### src/rtl/bayer_mosaicing_pkg.sv
// Shared types and helpers for the Bayer mosaicing block.
//   site_e       : CFA site carried by a pixel position
//   *_FIELD      : component slot index inside the packed RGB word (offset = slot * px width)
//   tdata_width  : rounds a bit width up to a whole number of bytes
package bayer_pkg;

    typedef enum logic [1:0] {
        SITE_R  = 2'd0,
        SITE_GR = 2'd1,
        SITE_GB = 2'd2,
        SITE_B  = 2'd3
    } site_e;

    localparam int unsigned G_FIELD = 0;
    localparam int unsigned B_FIELD = 1;
    localparam int unsigned R_FIELD = 2;

    function automatic int unsigned tdata_width(input int unsigned px_w);
        return ((px_w + 32'd7) / 32'd8) * 32'd8;
    endfunction

endpackage

### src/rtl/bayer_mosaicing_if.sv
// AXI4-Stream bundle used for both the RGB sink and the raw Bayer source.
//   master : drives payload/valid, receives tready
//   slave  : receives payload/valid, drives tready
interface axi4_stream_if #(
    parameter int unsigned DATA_W = 8
);
    localparam int unsigned KEEP_W = DATA_W / 8;

    logic [DATA_W-1:0] tdata;
    logic              tvalid;
    logic              tready;
    logic              tlast;
    logic              tuser;
    logic [KEEP_W-1:0] tkeep;
    logic [KEEP_W-1:0] tstrb;
    logic              tid;
    logic              tdest;

    modport master (
        output tdata, tvalid, tlast, tuser, tkeep, tstrb, tid, tdest,
        input  tready
    );

    modport slave (
        input  tdata, tvalid, tlast, tuser, tkeep, tstrb, tid, tdest,
        output tready
    );

endinterface

### src/rtl/bayer_mosaicing_phase_tracker.sv
// Pixel/line phase tracking and frame geometry monitoring.
//   clk_i, rst_i          : clock, synchronous active-high reset
//   beat_acc_i            : an input beat is accepted this cycle
//   tuser_i, tlast_i      : sideband of the beat being presented
//   first_px_is_odd_i     : pixel phase of the first pixel of each line
//   first_line_is_odd_i   : line phase of the first line of a frame
//   clr_err_i             : clears the sticky error flags
//   site_c                : CFA site of the beat being presented (combinational)
//   line_len_o            : first-line length of the last completed frame
//   frame_lines_o         : line count of the last completed frame
//   err_line_len_o        : sticky line-length mismatch flag
//   err_sof_o             : sticky start-of-frame-mid-line flag
module bayer_phase_tracker
    import bayer_pkg::*;
#(
    parameter int unsigned MAX_LINE_SIZE = 1920,
    parameter int unsigned MAX_LINES     = 1080,
    localparam int unsigned PX_CNT_W     = $clog2(MAX_LINE_SIZE + 1),
    localparam int unsigned LN_CNT_W     = $clog2(MAX_LINES + 1)
) (
    input  logic                clk_i,
    input  logic                rst_i,
    input  logic                beat_acc_i,
    input  logic                tuser_i,
    input  logic                tlast_i,
    input  logic                first_px_is_odd_i,
    input  logic                first_line_is_odd_i,
    input  logic                clr_err_i,
    output site_e               site_c,
    output logic [PX_CNT_W-1:0] line_len_o,
    output logic [LN_CNT_W-1:0] frame_lines_o,
    output logic                err_line_len_o,
    output logic                err_sof_o
);

    localparam logic [PX_CNT_W-1:0] PX_MAX = PX_CNT_W'(MAX_LINE_SIZE);
    localparam logic [LN_CNT_W-1:0] LN_MAX = LN_CNT_W'(MAX_LINES);

    // mid_line_q = 0 means the next beat starts a line (also true out of reset)
    logic                mid_line_q;
    logic                px_odd_q;
    logic                line_odd_q;
    logic [PX_CNT_W-1:0] px_cnt_q;
    logic [PX_CNT_W-1:0] ref_len_q;
    logic [PX_CNT_W-1:0] line_len_q;
    logic [LN_CNT_W-1:0] line_cnt_q;
    logic [LN_CNT_W-1:0] frame_lines_q;
    logic                err_line_q;
    logic                err_sof_q;

    logic                px_odd_c;
    logic                line_odd_c;
    logic [PX_CNT_W-1:0] px_base_c;
    logic [PX_CNT_W-1:0] px_next_c;
    logic [LN_CNT_W-1:0] ln_base_c;
    logic [LN_CNT_W-1:0] ln_next_c;

    // Effective phase of the presented beat, and counters as seen after a tuser restart
    always_comb begin
        px_odd_c   = !px_odd_q;
        line_odd_c = line_odd_q;
        site_c     = SITE_GR;
        if (tuser_i || !mid_line_q) begin
            px_odd_c = first_px_is_odd_i;
        end
        if (tuser_i) begin
            line_odd_c = first_line_is_odd_i;
        end
        unique case ({line_odd_c, px_odd_c})
            2'b00:   site_c = SITE_B;
            2'b01:   site_c = SITE_GB;
            2'b10:   site_c = SITE_GR;
            default: site_c = SITE_R;
        endcase

        px_base_c = tuser_i ? '0 : px_cnt_q;
        ln_base_c = tuser_i ? '0 : line_cnt_q;
        px_next_c = (px_base_c >= PX_MAX) ? px_base_c : px_base_c + PX_CNT_W'(1);
        ln_next_c = (ln_base_c >= LN_MAX) ? ln_base_c : ln_base_c + LN_CNT_W'(1);
    end

    // Phase, counters, geometry report and sticky flags; an error event overrides clear
    always_ff @(posedge clk_i) begin
        if (rst_i) begin
            mid_line_q    <= 1'b0;
            px_odd_q      <= 1'b0;
            line_odd_q    <= 1'b0;
            px_cnt_q      <= '0;
            ref_len_q     <= '0;
            line_len_q    <= '0;
            line_cnt_q    <= '0;
            frame_lines_q <= '0;
            err_line_q    <= 1'b0;
            err_sof_q     <= 1'b0;
        end else begin
            if (clr_err_i) begin
                err_line_q <= 1'b0;
                err_sof_q  <= 1'b0;
            end
            if (beat_acc_i) begin
                mid_line_q <= !tlast_i;
                px_odd_q   <= px_odd_c;
                line_odd_q <= line_odd_c ^ tlast_i;
                if (tuser_i) begin
                    if (px_cnt_q != '0) begin
                        err_sof_q <= 1'b1;
                    end
                    if (line_cnt_q != '0) begin
                        frame_lines_q <= line_cnt_q;
                        line_len_q    <= ref_len_q;
                    end
                end
                if (tlast_i) begin
                    px_cnt_q   <= '0;
                    line_cnt_q <= ln_next_c;
                    if (ln_base_c == '0) begin
                        ref_len_q <= px_next_c;
                    end else if (px_next_c != ref_len_q) begin
                        err_line_q <= 1'b1;
                    end
                end else begin
                    px_cnt_q   <= px_next_c;
                    line_cnt_q <= ln_base_c;
                end
            end
        end
    end

    assign line_len_o     = line_len_q;
    assign frame_lines_o  = frame_lines_q;
    assign err_line_len_o = err_line_q;
    assign err_sof_o      = err_sof_q;

endmodule

### src/rtl/bayer_mosaicing.sv
// RGB AXI4-Stream to single-channel Bayer raw stream (inverse demosaic).
//   clk_i, rst_i          : clock, synchronous active-high reset
//   en_i                  : 1 = mosaic, 0 = pass the G component
//   first_px_is_odd_i     : pixel phase of the first pixel of each line
//   first_line_is_odd_i   : line phase of the first line of a frame
//   clr_err_i             : clears sticky error flags
//   rgb_video_i           : RGB sink, tdata = {pad, R, B, G}
//   raw_video_o           : raw Bayer source, one register stage
//   line_len_o            : first-line length of the last completed frame
//   frame_lines_o         : line count of the last completed frame
//   err_line_len_o        : sticky line-length mismatch
//   err_sof_o             : sticky tuser-mid-line
module bayer_mosaicing
    import bayer_pkg::*;
#(
    parameter int unsigned RAW_PX_WIDTH  = 10,
    parameter int unsigned MAX_LINE_SIZE = 1920,
    parameter int unsigned MAX_LINES     = 1080,
    localparam int unsigned PX_CNT_W     = $clog2(MAX_LINE_SIZE + 1),
    localparam int unsigned LN_CNT_W     = $clog2(MAX_LINES + 1)
) (
    input  logic                clk_i,
    input  logic                rst_i,
    input  logic                en_i,
    input  logic                first_px_is_odd_i,
    input  logic                first_line_is_odd_i,
    input  logic                clr_err_i,
    axi4_stream_if.slave        rgb_video_i,
    axi4_stream_if.master       raw_video_o,
    output logic [PX_CNT_W-1:0] line_len_o,
    output logic [LN_CNT_W-1:0] frame_lines_o,
    output logic                err_line_len_o,
    output logic                err_sof_o
);

    localparam int unsigned RGB_TDATA_WIDTH = tdata_width(3 * RAW_PX_WIDTH);
    localparam int unsigned RAW_TDATA_WIDTH = tdata_width(RAW_PX_WIDTH);
    localparam int unsigned G_OFS           = G_FIELD * RAW_PX_WIDTH;
    localparam int unsigned B_OFS           = B_FIELD * RAW_PX_WIDTH;
    localparam int unsigned R_OFS           = R_FIELD * RAW_PX_WIDTH;

    logic                       out_valid_q;
    logic                       out_last_q;
    logic                       out_user_q;
    logic [RAW_TDATA_WIDTH-1:0] out_data_q;

    logic                       tready_c;
    logic                       beat_acc_c;
    site_e                      site_c;
    logic [RGB_TDATA_WIDTH-1:0] rgb_tdata_c;
    logic [RAW_PX_WIDTH-1:0]    px_c;
    logic                       unused_in_c;

    // Skid-free single stage: accept whenever the output slot is empty or draining
    assign tready_c             = !out_valid_q || raw_video_o.tready;
    assign rgb_video_i.tready   = tready_c;
    assign beat_acc_c           = rgb_video_i.tvalid && tready_c;
    assign rgb_tdata_c          = rgb_video_i.tdata;

    // Sideband fields carry no meaning for this block
    assign unused_in_c = ^{rgb_video_i.tkeep, rgb_video_i.tstrb,
                           rgb_video_i.tid, rgb_video_i.tdest, rgb_tdata_c};

    bayer_phase_tracker #(
        .MAX_LINE_SIZE (MAX_LINE_SIZE),
        .MAX_LINES     (MAX_LINES)
    ) u_phase (
        .clk_i               (clk_i),
        .rst_i               (rst_i),
        .beat_acc_i          (beat_acc_c),
        .tuser_i             (rgb_video_i.tuser),
        .tlast_i             (rgb_video_i.tlast),
        .first_px_is_odd_i   (first_px_is_odd_i),
        .first_line_is_odd_i (first_line_is_odd_i),
        .clr_err_i           (clr_err_i),
        .site_c              (site_c),
        .line_len_o          (line_len_o),
        .frame_lines_o       (frame_lines_o),
        .err_line_len_o      (err_line_len_o),
        .err_sof_o           (err_sof_o)
    );

    // Component select for the current CFA site
    always_comb begin
        px_c = rgb_tdata_c[G_OFS +: RAW_PX_WIDTH];
        if (en_i) begin
            unique case (site_c)
                SITE_R:  px_c = rgb_tdata_c[R_OFS +: RAW_PX_WIDTH];
                SITE_B:  px_c = rgb_tdata_c[B_OFS +: RAW_PX_WIDTH];
                default: px_c = rgb_tdata_c[G_OFS +: RAW_PX_WIDTH];
            endcase
        end
    end

    // Output register; held while stalled
    always_ff @(posedge clk_i) begin
        if (rst_i) begin
            out_valid_q <= 1'b0;
            out_last_q  <= 1'b0;
            out_user_q  <= 1'b0;
            out_data_q  <= '0;
        end else if (beat_acc_c) begin
            out_valid_q <= 1'b1;
            out_last_q  <= rgb_video_i.tlast;
            out_user_q  <= rgb_video_i.tuser;
            out_data_q  <= RAW_TDATA_WIDTH'(px_c);
        end else if (raw_video_o.tready) begin
            out_valid_q <= 1'b0;
        end
    end

    assign raw_video_o.tvalid = out_valid_q;
    assign raw_video_o.tlast  = out_last_q;
    assign raw_video_o.tuser  = out_user_q;
    assign raw_video_o.tdata  = out_data_q;
    assign raw_video_o.tkeep  = '1;
    assign raw_video_o.tstrb  = '1;
    assign raw_video_o.tid    = 1'b0;
    assign raw_video_o.tdest  = 1'b0;

endmodule

### src/flat_wrapper.sv
// flat-port wrapper written by rule: the top's interface ports become plain ports
module bayer_mosaicing_flat import bayer_pkg::*;
#(
    parameter int unsigned RAW_PX_WIDTH  = 10,
    parameter int unsigned MAX_LINE_SIZE = 1920,
    parameter int unsigned MAX_LINES     = 1080,
    localparam int unsigned PX_CNT_W     = $clog2(MAX_LINE_SIZE + 1),
    localparam int unsigned LN_CNT_W     = $clog2(MAX_LINES + 1)
)
  (clk_i, rst_i, en_i, first_px_is_odd_i, first_line_is_odd_i, clr_err_i, line_len_o, frame_lines_o, err_line_len_o, err_sof_o, rgb_video_i_tdata, rgb_video_i_tvalid, rgb_video_i_tlast, rgb_video_i_tuser, rgb_video_i_tkeep, rgb_video_i_tstrb, rgb_video_i_tid, rgb_video_i_tdest, rgb_video_i_tready, raw_video_o_tdata, raw_video_o_tvalid, raw_video_o_tlast, raw_video_o_tuser, raw_video_o_tkeep, raw_video_o_tstrb, raw_video_o_tid, raw_video_o_tdest, raw_video_o_tready);
  axi4_stream_if #(.DATA_W(32)) rgb_video_i_i ();
  axi4_stream_if #(.DATA_W(16)) raw_video_o_i ();
  input  logic clk_i;
  input  logic rst_i;
  input  logic en_i;
  input  logic first_px_is_odd_i;
  input  logic first_line_is_odd_i;
  input  logic clr_err_i;
  output logic [PX_CNT_W-1:0] line_len_o;
  output logic [LN_CNT_W-1:0] frame_lines_o;
  output logic err_line_len_o;
  output logic err_sof_o;
  input wire logic [$bits(rgb_video_i_i.tdata)-1:0] rgb_video_i_tdata;
  input wire logic [$bits(rgb_video_i_i.tvalid)-1:0] rgb_video_i_tvalid;
  input wire logic [$bits(rgb_video_i_i.tlast)-1:0] rgb_video_i_tlast;
  input wire logic [$bits(rgb_video_i_i.tuser)-1:0] rgb_video_i_tuser;
  input wire logic [$bits(rgb_video_i_i.tkeep)-1:0] rgb_video_i_tkeep;
  input wire logic [$bits(rgb_video_i_i.tstrb)-1:0] rgb_video_i_tstrb;
  input wire logic [$bits(rgb_video_i_i.tid)-1:0] rgb_video_i_tid;
  input wire logic [$bits(rgb_video_i_i.tdest)-1:0] rgb_video_i_tdest;
  output wire logic [$bits(rgb_video_i_i.tready)-1:0] rgb_video_i_tready;
  output wire logic [$bits(raw_video_o_i.tdata)-1:0] raw_video_o_tdata;
  output wire logic [$bits(raw_video_o_i.tvalid)-1:0] raw_video_o_tvalid;
  output wire logic [$bits(raw_video_o_i.tlast)-1:0] raw_video_o_tlast;
  output wire logic [$bits(raw_video_o_i.tuser)-1:0] raw_video_o_tuser;
  output wire logic [$bits(raw_video_o_i.tkeep)-1:0] raw_video_o_tkeep;
  output wire logic [$bits(raw_video_o_i.tstrb)-1:0] raw_video_o_tstrb;
  output wire logic [$bits(raw_video_o_i.tid)-1:0] raw_video_o_tid;
  output wire logic [$bits(raw_video_o_i.tdest)-1:0] raw_video_o_tdest;
  input wire logic [$bits(raw_video_o_i.tready)-1:0] raw_video_o_tready;
  assign rgb_video_i_i.tdata = rgb_video_i_tdata;
  assign rgb_video_i_i.tvalid = rgb_video_i_tvalid;
  assign rgb_video_i_i.tlast = rgb_video_i_tlast;
  assign rgb_video_i_i.tuser = rgb_video_i_tuser;
  assign rgb_video_i_i.tkeep = rgb_video_i_tkeep;
  assign rgb_video_i_i.tstrb = rgb_video_i_tstrb;
  assign rgb_video_i_i.tid = rgb_video_i_tid;
  assign rgb_video_i_i.tdest = rgb_video_i_tdest;
  assign rgb_video_i_tready = rgb_video_i_i.tready;
  assign raw_video_o_tdata = raw_video_o_i.tdata;
  assign raw_video_o_tvalid = raw_video_o_i.tvalid;
  assign raw_video_o_tlast = raw_video_o_i.tlast;
  assign raw_video_o_tuser = raw_video_o_i.tuser;
  assign raw_video_o_tkeep = raw_video_o_i.tkeep;
  assign raw_video_o_tstrb = raw_video_o_i.tstrb;
  assign raw_video_o_tid = raw_video_o_i.tid;
  assign raw_video_o_tdest = raw_video_o_i.tdest;
  assign raw_video_o_i.tready = raw_video_o_tready;
  bayer_mosaicing #(.RAW_PX_WIDTH(RAW_PX_WIDTH), .MAX_LINE_SIZE(MAX_LINE_SIZE), .MAX_LINES(MAX_LINES)) u_core (.clk_i(clk_i), .rst_i(rst_i), .en_i(en_i), .first_px_is_odd_i(first_px_is_odd_i), .first_line_is_odd_i(first_line_is_odd_i), .clr_err_i(clr_err_i), .rgb_video_i(rgb_video_i_i), .raw_video_o(raw_video_o_i), .line_len_o(line_len_o), .frame_lines_o(frame_lines_o), .err_line_len_o(err_line_len_o), .err_sof_o(err_sof_o));
endmodule
### config.mk
export PLATFORM = sky130hd
export DESIGN_NAME = bayer_mosaicing_flat
export DESIGN_NICKNAME = d
export VERILOG_FILES = /design/src/rtl/bayer_mosaicing_pkg.sv /design/src/rtl/bayer_mosaicing_if.sv /design/src/rtl/bayer_mosaicing_phase_tracker.sv /design/src/rtl/bayer_mosaicing.sv /design/src/flat_wrapper.sv
export SDC_FILE = /design/constraint.sdc
export NUM_CORES = 1
export LEC_CHECK = 0
export CAP_MARGIN = 15
export CORE_MARGIN = 2
export CORE_UTILIZATION = 60
export CTS_BUF_LIST = sky130_fd_sc_hd__clkbuf_4
export DETAILED_ROUTE_END_ITERATION = 8
export DONT_BUFFER_PORTS = 1
export PLACE_DENSITY = 0.89
export SYNTH_ARGS = -nofsm -noshare
export SYNTH_HDL_FRONTEND = slang
export SYNTH_SLANG_ARGS = --single-unit
### constraint.sdc
create_clock -name clk_i -period 2.57 [get_ports clk_i]
set_input_delay 0.514 -clock clk_i [delete_from_list [all_inputs] [get_ports clk_i]]
set_output_delay 0.514 -clock clk_i [all_outputs]
set_load 0.005 [all_outputs]
==> summary.md <==
| Metric | Value |
|---|---|
| Status | complete, no violations |
| Slew @ Worst Pin | 0.546 ns |
| Critical R2R Capture | u_core.u_phase.err_line_len_o |
| Remaining routing DRC violations | 0 |
| Critical path class | register to register |
| WL per Instance | 15.3 µm |
| R2R setup slack | 0.21 ns |
| CTS tree | yes |
| Avg Inst Size Synth | 8.06 µm² |
| Slew Limit Headroom | 63.3% |
| Initial antenna violation count | 0 |
| Clock Skew | 0.0130 ns |
| HPWL Detailed | 6110 µm |
| GRT Total Usage | 24.3% |
| Depth of the most critical reg-to-reg path | 8 |
| Clock Root Buffer | clkbuf_4 |
| Clock Sink Count | 73 |
| Overflow after GRT | 0 |
| Commonest non-fill, non-tap cell in the layout | dfxtp_1 |
| Area delta synth->final | 2.94% |
| Peak VDD IR | 528 µV |
| Vias | 3361 |
| Hold Crit Start | rst_i |
| Global-route wire length before repair | 14300 µm |
| CP Max Fanout | 5 |
| Largest net degree at the start of global routing | 74 |
| Clk pin slew, worst setup/hold paths | 0.12 ns |
| Starting DRT DRC Count | 334 |
| Min Clock Period, post-route | 2.36 ns |
| Critical Path AT | 2.70 ns |
| Setup Buffers After CTS | 0 |
| Cts repair resizes | 0 |
| Top cells by area, synth | dfxtp_1, mux2i_1, nor2_1 |
| DRT Pass-1 Iters | 4 |
| CTS buffer count | 9 |
| # placed instances | 538 |
| FMAX | 423 MHz |
| Row Count | 29 |
| Register area share after synthesis | 37.3% |
| Hold Vio Cnt, Final | 0 |
| CP endpoint kind | register |
| RR Startpoint | u_core.u_phase.px_cnt_q[0] |
| DIE HEIGHT | 84.8 µm |
| Area leader, netlist | dfxtp_1 |
| IO Pins | 102 |
| Most frequent cells in the layout | dfxtp_1, nor2_1, nand2_1 |
| Pwr per Cell Area | 527 nW/µm² |
| Share of cells above drive strength 1 | 7.14% |
| H-tree levels | 3 |
| Main flop type after synthesis | dfxtp_1 |
| Routed wire length | 8470 µm |
| Port-buffer cells | 0 |
| Synth top area share | 37.3% |
| Async SR Flop Fraction | 0% |
| RSZ-0062 raised after global routing | no |
| Die width | 84.8 µm |
| Syn Std Cell Area | 3920 µm² |
| Vias in the first global route | 3132 |
| Setup TNS | 0 ns |
| Post-synth EDFFs | 0 |
| Critical Path RT | 2.91 ns |
| Routed Antenna Nets | 0 |
| CP Launch Type | register |
| Leakage | 1.43 nW |
| Routed vias/inst | 6.08 |
| Initial Util | 62.0% |
| Post-Syn Instances | 486 |
| # Max-Cap Violations | 0 |
| Cell variety after synth | 57 |
| Max-slew violation count | 0 |
| Core area | 6310 µm² |
| Ant. Diodes | 0 |
| Later-pin clock latency in the skew report | 0.43 ns |
| Final setup viols | 0 |
| Cts hold-fix bufs | 0 |
| RePlAce Congestion | 0.953 |
| DIE AREA | 7190 µm² |
| # nets final | 529 |
| Number of synthesized register bits | 73 |
| Final period utilization | 91.9% |
| Synth Warn # | 0 |
| CP startpoint | u_core.u_phase.px_cnt_q[0] |
| WHS Endpoint | u_core.u_phase.line_cnt_q[9] |
| Worst Hold Class | input pin to register |
| Fin cells | 553 |
| WHS Path Cells | 1 |
| Max clock buf depth | 2 |
==> worst max-delay path by stage <==
stage / end / depth (start not counted)
floorplan: u_core.u_phase.err_line_len_o / 10
global placement: u_core.u_phase.err_line_len_o / 8
detailed placement: u_core.u_phase.err_line_len_o / 8
CTS: u_core.u_phase.err_line_len_o / 8
global route: u_core.u_phase.err_line_len_o / 8
finish: u_core.u_phase.err_line_len_o / 8
==> synth_stat cells (all sizes together) (2+ instances only) <==
| library cell | count |
|---|---|
| a21oi | 47 |
| clkbuf | 20 |
| dfxtp | 73 |
| ha | 5 |
| nor3b | 6 |
| nor3 | 11 |
| inv | 12 |
| nand2 | 54 |
| and4 | 3 |
| a211oi | 8 |
| or3 | 2 |
| conb | 2 |
| nor4 | 10 |
| a31oi | 2 |
| xnor2 | 12 |
| nor2 | 66 |
| and2 | 2 |
| o22ai | 2 |
| o211ai | 12 |
| buf | 26 |
| or4 | 2 |
| xor2 | 6 |
| nor2b | 11 |
| nand3 | 10 |
| mux2i | 25 |
| nand2b | 5 |
| a22oi | 13 |
| and3 | 5 |
| o21ai | 10 |
| a2bb2oi | 3 |
| nand4 | 5 |
| nand3b | 2 |
==> stage by stage <==
stage	util (%)	setup slack [ns]	hold slack, ns	cell area (µm²)	power (mW)
2_1_floorplan	-	0.0816	0.431	3950	1.38
3_3_place_gp	61.4	0.206	0.431	3880	1.37
3_5_place_dp	61.4	0.170	0.446	3880	1.38
4_1_cts	63.8	0.235	0.107	4030	2.15
5_1_grt	63.8	0.0454	0.0994	4030	2.23
6_report	63.8	0.207	0.141	4030	2.12
==> kinds of logic (layout without fill, tap and decap cells) <==
kind of cell               count (synthesis)  in the layout  share of synthesized area, %
other                                      2             12                         0.192
xor gates and xnor gates                  19             19                          4.60
DFF                                       73             73                          37.3
AOI/OAI and AO/OA                        106            106                          17.2
buffers and inverters                     58             38                          7.70
muxes                                     25             25                          6.39
and+or+nand+nor                          198            198                          25.0
adders and majority gates                  5              5                          1.60
==> routing by layer <==
| metal | up-vias | wire, µm | global-route usage (%) |
|---|---|---|---|
| met5 | - | 0 | 0 |
| met4 | 0 | 105 | 7.65 |
| met3 | 11 | 577 | 7.77 |
| met2 | 115 | 4250 | 40.5 |
| met1 | 1572 | 3540 | 30.0 |
| li1 | 1663 | - | - |
==> where the power goes <==
group | internal [mW] | switching [mW] | leakage [nW]
Sequential | 1.16 | 0.0231 | 0.592
Combinational | 0.0699 | 0.103 | 0.758
Clock | 0.384 | 0.384 | 0.0754
Total | 1.61 | 0.510 | 1.43
==> state kept, by name, indices dropped and copies added (netlist names), 10 cells and up <==
signal / count
u_core.u_phase.line_cnt_q: 11
u_core.u_phase.ref_len_q: 11
u_core.u_phase.line_len_o: 11
u_core.raw_video_o.tdata: 10
u_core.u_phase.px_cnt_q: 11
u_core.u_phase.frame_lines_o: 11
==> worst max-delay path: stages, from the launching register on <==
cell	delay, ns
dfxtp_1	0.42
nor2b_1	0.25
ha_1	0.20
and3b_1	0.23
nand4_1	0.22
xor2_1	0.22
or3_1	0.31
and4b_1	0.20
a311oi_1	0.23
==> area by class of cell <==
class | count | area [µm²]
fillers | 534 | 2280
multi-input cells | 365 | 2190
flip-flops and latches | 73 | 1460
well taps | 77 | 96.3
clock inverters | 6 | 83.8
repair buffers | 11 | 82.6
clock buffers | 9 | 67.6
inverters | 12 | 45.0
No activity file was read; power rests on OpenSTA's default activity.
